`config.mk`:
```
export PLATFORM = sky130hd
export DESIGN_NAME = seg7_scan_decoder
export DESIGN_NICKNAME = d
export VERILOG_FILES = /design/src/rtl/seg7_scan_decoder.sv
export SDC_FILE = /design/constraint.sdc
export NUM_CORES = 1
export LEC_CHECK = 0
export CELL_PAD_IN_SITES_DETAIL_PLACEMENT = 0
export CELL_PAD_IN_SITES_GLOBAL_PLACEMENT = 2
export CORE_ASPECT_RATIO = 0.6
export CORE_MARGIN = 10
export CORE_UTILIZATION = 35
export CTS_BUF_LIST = sky130_fd_sc_hd__clkbuf_16
export CTS_CLUSTER_DIAMETER = 200
export DETAILED_ROUTE_END_ITERATION = 10
export GPL_TIMING_DRIVEN = 0
export PLACE_DENSITY = 0.82
export SYNTH_ARGS = -nofsm -noshare
export SYNTH_HDL_FRONTEND = slang
export SYNTH_SLANG_ARGS = --single-unit
export TNS_END_PERCENT = 5
```
`constraint.sdc`:
```
create_clock -name clk -period 4.2 [get_ports clk]
set_clock_uncertainty 0.15 [all_clocks]
set_input_delay 1.26 -clock clk [delete_from_list [all_inputs] [get_ports clk]]
set_output_delay 1.26 -clock clk [all_outputs]
set_load 0.01 [all_outputs]
```
`src/rtl/seg7_scan_decoder.sv`:
```
// rtl/seg7_scan_decoder.sv - recovers hex nibbles from a multiplexed 7-segment bus
// Optional macro SEG7_ACTIVE_LOW_EN: treat seg and an as active-low inputs.
module seg7_scan_decoder #(
   parameter int DIGITS = 4,
   parameter int SETTLE = 3
) (
   input  logic                  clk,
   input  logic                  reset,
   input  logic [6:0]            seg,
   input  logic [DIGITS-1:0]     an,
   output logic [4*DIGITS-1:0]   digits,
   output logic [DIGITS-1:0]     valid,
   output logic [DIGITS-1:0]     err,
   output logic                  frame_done
);

   localparam logic [3:0] SETTLE_C  = 4'(SETTLE);
   localparam logic [3:0] SETTLE_M1 = 4'(SETTLE - 1);

   logic [6:0]          seg_in;
   logic [DIGITS-1:0]   an_in;
   logic [6:0]          sample_seg_q, sample_seg_d, last_seg_q, last_seg_d;
   logic [DIGITS-1:0]   sample_an_q, sample_an_d, last_an_q, last_an_d;
   logic [3:0]          cnt_q, cnt_d;
   logic                committed_q, committed_d;
   logic [4*DIGITS-1:0] digits_q, digits_d;
   logic [DIGITS-1:0]   valid_q, valid_d, err_q, err_d, seen_q, seen_d;
   logic                frame_done_q, frame_done_d;
   logic                same, one_hot, commit, hit;
   logic [3:0]          nib;
   logic [DIGITS-1:0]   commit_mask;

   // Polarity normalisation at the input register
   always_comb begin
`ifdef SEG7_ACTIVE_LOW_EN
      seg_in = ~seg;
      an_in  = ~an;
`else
      seg_in = seg;
      an_in  = an;
`endif
   end

   // Glyph lookup: returns {hit, nibble}
   function automatic logic [4:0] glyph(input logic [6:0] s);
      case (s)
         7'h7E: glyph = {1'b1, 4'h0};
         7'h30: glyph = {1'b1, 4'h1};
         7'h6D: glyph = {1'b1, 4'h2};
         7'h79: glyph = {1'b1, 4'h3};
         7'h33: glyph = {1'b1, 4'h4};
         7'h5B: glyph = {1'b1, 4'h5};
         7'h5F: glyph = {1'b1, 4'h6};
         7'h70: glyph = {1'b1, 4'h7};
         7'h7F: glyph = {1'b1, 4'h8};
         7'h7B: glyph = {1'b1, 4'h9};
         7'h77: glyph = {1'b1, 4'hA};
         7'h1F: glyph = {1'b1, 4'hB};
         7'h4E: glyph = {1'b1, 4'hC};
         7'h3D: glyph = {1'b1, 4'hD};
         7'h4F: glyph = {1'b1, 4'hE};
         7'h47: glyph = {1'b1, 4'hF};
         default: glyph = 5'b0_0000;
      endcase
   endfunction

   // Settle counting, commit decision, register-file update and frame tracking
   always_comb begin
      sample_seg_d = seg_in;
      sample_an_d  = an_in;
      last_seg_d   = sample_seg_q;
      last_an_d    = sample_an_q;
      same    = (sample_seg_q == last_seg_q) && (sample_an_q == last_an_q);
      one_hot = (sample_an_q != '0) && ((sample_an_q & (sample_an_q - 1'b1)) == '0);
      cnt_d       = 4'd0;
      committed_d = 1'b0;
      commit      = 1'b0;
      if (same && one_hot) begin
         cnt_d       = (cnt_q == SETTLE_C) ? cnt_q : cnt_q + 4'd1;
         commit      = (cnt_d == SETTLE_M1) && !committed_q;
         committed_d = committed_q | commit;
      end
      {hit, nib}  = glyph(sample_seg_q);
      commit_mask = commit ? sample_an_q : '0;
      digits_d = digits_q;
      valid_d  = valid_q;
      err_d    = err_q;
      for (int i = 0; i < DIGITS; i++) begin
         if (commit_mask[i]) begin
            if (hit) digits_d[4*i +: 4] = nib;
            valid_d[i] = hit;
            err_d[i]   = !hit;
         end
      end
      // A completed frame clears seen while a same-cycle commit opens the next one
      frame_done_d = &seen_q;
      seen_d       = ((&seen_q) ? '0 : seen_q) | commit_mask;
   end

   // State registers with synchronous active-low reset
   always_ff @(posedge clk) begin
      if (!reset) begin
         sample_seg_q <= '0;
         sample_an_q  <= '0;
         last_seg_q   <= '0;
         last_an_q    <= '0;
         cnt_q        <= '0;
         committed_q  <= 1'b0;
         digits_q     <= '0;
         valid_q      <= '0;
         err_q        <= '0;
         seen_q       <= '0;
         frame_done_q <= 1'b0;
      end else begin
         sample_seg_q <= sample_seg_d;
         sample_an_q  <= sample_an_d;
         last_seg_q   <= last_seg_d;
         last_an_q    <= last_an_d;
         cnt_q        <= cnt_d;
         committed_q  <= committed_d;
         digits_q     <= digits_d;
         valid_q      <= valid_d;
         err_q        <= err_d;
         seen_q       <= seen_d;
         frame_done_q <= frame_done_d;
      end
   end

   assign digits     = digits_q;
   assign valid      = valid_q;
   assign err        = err_q;
   assign frame_done = frame_done_q;

endmodule

```
==> metrics.md, run 1 <==
| Metric | Value |
|---|---|
| Clock latency on the worst-skew pair | `290 ps` |
| WP data arrival | `1200 ps` |
| Commonest non-fill, non-tap cell in the layout | `dfxtp_1` |
| Final period utilization | `about 62%` |
| Critical path type | `reg -> out` |
| CP Capture Type | `output pin` |
| Switching pwr | `0.0002412 W` |
| Vias in the first global route | `1,983` |
| Io pins | `38` |
| Fin Setup TNS | `0 ps` |
| Mapped Nets | `292` |
| Cell breakdown of the critical path | `clkdlybuf4s50_1` |
| Slowest CP cell | `clkdlybuf4s50_1` |
| Seq cells post-synth | `56` |
| Worst Setup SP | `digits[14]$_SDFFE_PN0P_` |
| Hold-fix buffers at CTS | `0` |
| Overall routed net length | `6.328 mm` |
| Chip width | `between 100 and 150 um` |
| Core Rows | `23` |
| Die Height | `about 85 um` |
| Flop pwr share | `53.2%` |
| H-tree lvl count | `2` |
| Detail Route Antenna Nets | `0` |
| Asr flop ratio synth | `0%` |
| Sw frac | `23.35%` |
| Max Slew Vio Count | `0` |
| Avg Cell Area, Syn | `between 8 and 9 um2` |
| Cells after Synth | `277` |
| Final hold vios | `0` |
| Max cap viols | `0` |
| Top delay family on crit path | `buffers and inverters` |
| Synthesized area | `about 0.0025 mm2` |
| Initial core utilization | `between 30% and 40%` |
| WL per Instance | `15.51 um` |
| CTS tree | `built` |
| Clock Power Share | `about two fifths` |
| Worst Hold Class | `reg -> reg` |
| Final net count | `335` |
| Synth cell types | `48` |
| Worst vdd ir | `0.1455 mV` |
| Sequential share of the synthesized area | `roughly 46%` |
| FF-to-FF Start | `last_seg_d[1]$_SDFF_PN0_` |
| Filler cells | `around 690` |
| Met2 wire len | `2.497 mm` |
| P_leak | `about 1.1 nW` |
| Cts bufs inserted | `5` |
| Hold_sp | `err[1]$_SDFFE_PN0P_` |
| Slowest Stage Delay on Critical Path | `550 ps` |
| Combinational group share of total power | `7.5%` |
| Most frequent cells in the layout | `56 x dfxtp_1, 36 x clkdlybuf4s50_1, 29 x nand2_1` |
| Final setup fails | `0` |
| Remaining DRCs | `0` |
| Core Util, Final | `45.56%` |
| Pwr dens | `336.6 mW/mm2` |
| First drt pass iteration count | `4` |
| Cell Area, Placed | `0.002927 mm2` |
| Critical Path RT | `2790 ps` |
| Status | `complete, no violations` |
| First-pass GRT wire length | `10.45 mm` |
| Layout cells sized above 1 | `8.100%` |
| Total die area | `approximately 0.011 mm2` |
| Antenna diodes | `0` |
| Number of synthesized flops with an enable pin | `0` |
| Vias | `~2,100` |
| Clk buf depth | `2` |
| Design area | `0.003068 mm2` |
| Total GRT Usage | `roughly an eighth` |
| CP Launch Type | `flip-flop` |
| HPWL after DPL | `~4.7 mm` |
| Pint | `0.0007916 W` |
| RSZ-0062 raised after global routing | `false` |
| M1 WL | `roughly 3.4 mm` |
| Clock sinks | `56` |
| Peak Freq | `0.3827 GHz` |
| DRT iter0 DRCs | `157` |
| Clk slew on worst S/H paths | `70 ps` |
| Largest net degree at the start of global routing | `17` |
| DR WL met3 | `406 um` |
| Rel. slew slack | `slightly above 50%` |
| Post-CTS setup buffers | `0` |
| Post-CTS sizing | `0` |
| Core area | `0.006734 mm2` |
| Layout area overhead | `24.85%` |
| Reg2Reg Setup Slack | `1600 ps` |
| IO Port Bufs | `36` |
| RePlAce Congestion | `just under 0.8` |
| Worst-Margin Slew | `717.1 ps` |
| Primary FF master, synth | `dfxtp_1` |
| CP Max Fanout | `2` |
| Synth warn | `0` |
| Total global routing overflow | `0` |
| Tmin final | `2613 ps` |
| Max layer used | `met4` |
| Critical path buffer and inverter count | `1` |
| Total Power | `between 0.001 and 0.0015 W` |
| Drt via density | `5.081` |
| CTS Root Cell | `clkbuf_16` |
| Initial antenna violation count | `0` |
[registers in the layout (all words and copies together), names as in the netlist, named ones only]
signal and cells:
cnt_q 3, committed_q 1, digits 16, err 4, frame_done 1, last_an_d 4
last_an_q 4, last_seg_d 7, last_seg_q 7, seen_q 4, valid 4
[layer usage]
layer  track usage (%)  up-vias
met2             16.14       55
met4             3.564        0
met5                 0        -
met3             3.727        7
li1                  -     1057
met1             17.13      954
[power by group through the flow]
stage               registers, W  logic (W)  clock network (W)
floorplan               0.000559  0.0000517                  0
global placement        0.000562  0.0000773                  0
detailed placement      0.000562  0.0000770                  0
CTS                     0.000550  0.0000775           0.000418
global route            0.000551  0.0000867           0.000439
finish                  0.000550  0.0000772           0.000406
[cells by family (layout without fill, tap and decap cells)]
family,count (synthesis),count (layout),synth area share [%]
buffers and inverters,24,68,4.226
xor gates and xnor gates,10,10,3.564
adders and majority gates,2,2,1.018
AOI/OAI and AO/OA,53,53,13.65
and+or+nand+nor,127,127,29.89
DFF,56,56,45.62
muxes,5,5,2.037
[through the flow]
stage	hold slack [ps]	setup slack [ps]	cells
after floorplan	283.7	1927	277
after global placement	292.9	1399	400
after detailed placement	294.9	1411	400
after CTS	308.6	1578	408
after global routing	327.5	1325	408
final	307.0	1587	408
[synth_stat cells (4+ instances only)]
cell type	n	share of area (%)
nand2b_1	8	2.0
nand2_1	29	4.4
nand3_1	10	2.0
nor2_1	16	2.4
xor2_1	10	3.6
o21ai_0	7	1.4
nand4_1	5	1.3
mux2i_1	5	2.0
a21oi_1	18	3.7
clkbuf_1	6	0.92
nor4_1	4	1.0
dfxtp_1	56	46
and2_1	22	5.6
buf_2	8	1.6
and3_1	5	1.3
o22ai_1	9	2.3
o31ai_1	4	1.2
inv_1	8	1.2
o211ai_1	5	1.5
[final cells by class]
type / count / area [um2] / share of cell area (%)
flip-flops and latches: 56 / 1121 / 36.54
well taps: 87 / 108.9 / 3.548
clock buffers: 5 / 125.1 / 4.078
plain buffers: 16 / 73.82 / 2.406
repair buffers: 36 / 360.3 / 11.75
inverters: 8 / 30.03 / 0.9788
clock inverters: 3 / 16.27 / 0.5302
multi-input cells: 197 / 1232 / 40.17
[worst paths after layout]
path	cells after the start	end
max	1	digits[14]
min reg2reg	2	err[1]$_SDFFE_PN0P_
max reg2reg	7	digits[0]$_SDFFE_PN0P_
min	2	err[1]$_SDFFE_PN0P_
Power figures use the tool's default switching activity.
==> inputs of run 2 (changes only) <==
--- a/config.mk
+++ b/config.mk
@@ -9,12 +9,12 @@
 export CELL_PAD_IN_SITES_GLOBAL_PLACEMENT = 2
 export CORE_ASPECT_RATIO = 0.6
 export CORE_MARGIN = 10
-export CORE_UTILIZATION = 35
+export CORE_UTILIZATION = 29
 export CTS_BUF_LIST = sky130_fd_sc_hd__clkbuf_16
 export CTS_CLUSTER_DIAMETER = 200
 export DETAILED_ROUTE_END_ITERATION = 10
 export GPL_TIMING_DRIVEN = 0
-export PLACE_DENSITY = 0.82
+export PLACE_DENSITY = 0.73
 export SYNTH_ARGS = -nofsm -noshare
 export SYNTH_HDL_FRONTEND = slang
 export SYNTH_SLANG_ARGS = --single-unit
==> constraint.sdc (replaced) <==
create_clock -name clk -period 2.4 [get_ports clk]
set_clock_uncertainty 0.15 [all_clocks]
set_input_delay 0.72 -clock clk [delete_from_list [all_inputs] [get_ports clk]]
set_output_delay 0.72 -clock clk [all_outputs]
set_load 0.01 [all_outputs]
==> run 2 against run 1 <==
- utilization down 6.2 points
- sequential share of layout area down 1.2 points
- worst setup slack worse by 1500 ps
==> metrics.md, run 2 (synthesized netlist as in run 1, its figures left out) <==
| Metric | Value |
|---|---|
| Core Rows | `25` |
| Clock Power Share | `41.7%` |
| Most frequent cells in the layout | `55 x dfxtp_1, 36 x clkdlybuf4s50_1, 29 x nand2_1` |
| Worst-Margin Slew | `between 700 and 800 ps` |
| Largest net degree at the start of global routing | `16` |
| Placed Cells | `421` |
| Vias in the first global route | `2,062` |
| Rel. slew slack | `50.94%` |
| Fin Setup TNS | `0 ps` |
| IO Port Bufs | `36` |
| Initial core utilization | `a little under a third` |
| Tmin final | `2353 ps` |
| Antenna diodes | `0` |
| Final period utilization | `98.03%` |
| Pwr dens | `596.0 mW/mm2` |
| Max Slew Vio Count | `0` |
| WL per Instance | `between 15 and 20 um` |
| Clock sinks | `56` |
| Final hold vios | `0` |
| Sw frac | `21.53%` |
| Cts bufs inserted | `5` |
| Status | `complete, no violations` |
| Die Height | `91.31 um` |
| RSZ-0062 raised after global routing | `true` |
| Layout area overhead | `29.38%` |
| Remaining DRCs | `0` |
| Clk buf depth | `2` |
| Detail Route Antenna Nets | `0` |
| CP Capture Type | `flip-flop` |
| Total Power | `0.001895 W` |
| First drt pass iteration count | `4` |
| CTS tree | `built` |
| Total GRT Usage | `10.57%` |
| Fin cells | `~430` |
| Filler cells | `821` |
| Vias | `2,111` |
| Final setup fails | `0` |
| Peak Freq | `0.4251 GHz` |
| Core area | `just over 0.008 mm2` |
| Worst Hold Class | `reg -> reg` |
| Pint | `0.001487 W` |
| Io pins | `38` |
| Total global routing overflow | `0` |
| WP data arrival | `2380 ps` |
| P_leak | `1.141 nW` |
| Final net count | `340` |
| Overall routed net length | `roughly 6.7 mm` |
| Drt via density | `just under 5` |
| Initial antenna violation count | `0` |
| Critical Path RT | `roughly 2400 ps` |
| Max reg flops | `16` |
| Commonest non-fill, non-tap cell in the layout | `dfxtp_1` |
| RePlAce Congestion | `just over 0.8` |
| CP Launch Type | `flip-flop` |
| Chip width | `138.8 um` |
| Layout cells sized above 1 | `a little under an eighth` |
| CP Max Fanout | `10` |
| HPWL after DPL | `about 5 mm` |
| Switching pwr | `a little over 0.0004 W` |
| Worst vdd ir | `0.2634 mV` |
| First-pass GRT wire length | `roughly 11 mm` |
| Clk slew on worst S/H paths | `approximately 70 ps` |
| H-tree lvl count | `2` |
| DRT iter0 DRCs | `approximately 120` |
| Critical path type | `reg -> reg` |
| Total die area | `0.01268 mm2` |
| Flop pwr share | `50.8%` |
| Combinational group share of total power | `7.5%` |
| Clock latency on the worst-skew pair | `290 ps` |
| Max cap viols | `0` |
| CTS Root Cell | `clkbuf_16` |
run 2: timing repair:
action	4_1_cts	5_1_grt
setup buffers	0	5
hold buffers	0	0
gates resized for setup	2	7
endpoints found under the setup margin	10	21
pin swaps	0	4
run 2: cell type report:
type / count / area, um2 / area share, %
multi-input cells: 197 / 1259 / 39.59
flip-flops and latches: 56 / 1122 / 35.30
repair buffers: 41 / 397.9 / 12.51
well taps: 108 / 135.1 / 4.250
clock buffers: 5 / 125.1 / 3.935
plain buffers: 16 / 80.08 / 2.519
clock inverters: 1 / 30.03 / 0.9445
inverters: 8 / 30.03 / 0.9445
run 2: layer usage:
metal  wire [um]  global-route usage [%]  vias up  share of wire [%]
li1            -                       -     1066                  -
met5           0                       0        -                  0
met4          42                   2.855        0               0.62
met3         405                   4.004        4                6.0
met2        2593                   14.17       35                 38
met1        3706                   15.11     1006                 55
run 2: power groups by stage:
stage                     Clock [W]  Combinational, W  Sequential, W
after floorplan                   0         0.0000904       0.000978
after global placement            0          0.000136       0.000984
after detailed placement          0          0.000137       0.000984
after CTS                  0.000814          0.000138       0.000963
after global routing       0.000856          0.000156       0.000965
final                      0.000790          0.000141       0.000963
run 2: through the flow:
step	instance area (um2)	setup slack, ps	util [%]	hold slack [ps]
after floorplan	2457	349.8	-	283.7
after global placement	2953	-145.8	36.59	294.6
after detailed placement	2953	-167.8	36.59	292.5
after CTS	3114	19.47	38.59	307.4
after global routing	3179	-75.15	39.40	325.4
final	3179	47.40	39.40	303.1
run 2: worst max-delay path, cell delays in order (launching register included):
cell	delay (ps)
dfxtp_1	360
buf_2	240
xor2_1	120
nor4_1	360
and2_1	280
nand4_1	340
o211ai_1	290
o21ai_0	100
run 2: path summary, 6_finish.rpt:
kind | from | endpoint | slack (ps) | depth (start not counted)
hold / removal | err[2]$_SDFFE_PN0P_ | err[2]$_SDFFE_PN0P_ | 300 | 2
hold reg to reg | err[2]$_SDFFE_PN0P_ | err[2]$_SDFFE_PN0P_ | 300 | 2
setup reg to reg | last_seg_d[1]$_SDFF_PN0_ | digits[12]$_SDFFE_PN0P_ | 50 | 7
setup / recovery | last_seg_d[1]$_SDFF_PN0_ | digits[12]$_SDFFE_PN0P_ | 50 | 7
==> inputs of run 3 (changes only) <==
--- a/config.mk
+++ b/config.mk
@@ -9,12 +9,12 @@
 export CELL_PAD_IN_SITES_GLOBAL_PLACEMENT = 2
 export CORE_ASPECT_RATIO = 0.6
 export CORE_MARGIN = 10
-export CORE_UTILIZATION = 29
+export CORE_UTILIZATION = 35
 export CTS_BUF_LIST = sky130_fd_sc_hd__clkbuf_16
 export CTS_CLUSTER_DIAMETER = 200
 export DETAILED_ROUTE_END_ITERATION = 10
 export GPL_TIMING_DRIVEN = 0
-export PLACE_DENSITY = 0.73
+export PLACE_DENSITY = 0.82
 export SYNTH_ARGS = -nofsm -noshare
 export SYNTH_HDL_FRONTEND = slang
 export SYNTH_SLANG_ARGS = --single-unit
==> constraint.sdc (replaced) <==
create_clock -name clk -period 3.04 [get_ports clk]
set_clock_uncertainty 0.15 [all_clocks]
set_input_delay 0.912 -clock clk [delete_from_list [all_inputs] [get_ports clk]]
set_output_delay 0.912 -clock clk [all_outputs]
set_load 0.01 [all_outputs]
==> results of run 3 <==
Same layout as run 1 (identical final DEF). Status: complete, no violations.
Main changes from that run: setup slack after placement 1411 ps -> 487.0 ps; setup slack after layout 1587 ps -> 440.4 ps; start point of the critical path digits[14]$_SDFFE_PN0P_ -> last_seg_d[1]$_SDFF_PN0_; end point of the critical path digits[14] -> digits[0]$_SDFFE_PN0P_; register-to-register setup slack 1600 ps -> 440 ps; total power 0.001033 W -> 0.001427 W; worst IR drop on VDD 0.1455 mV -> 0.2010 mV
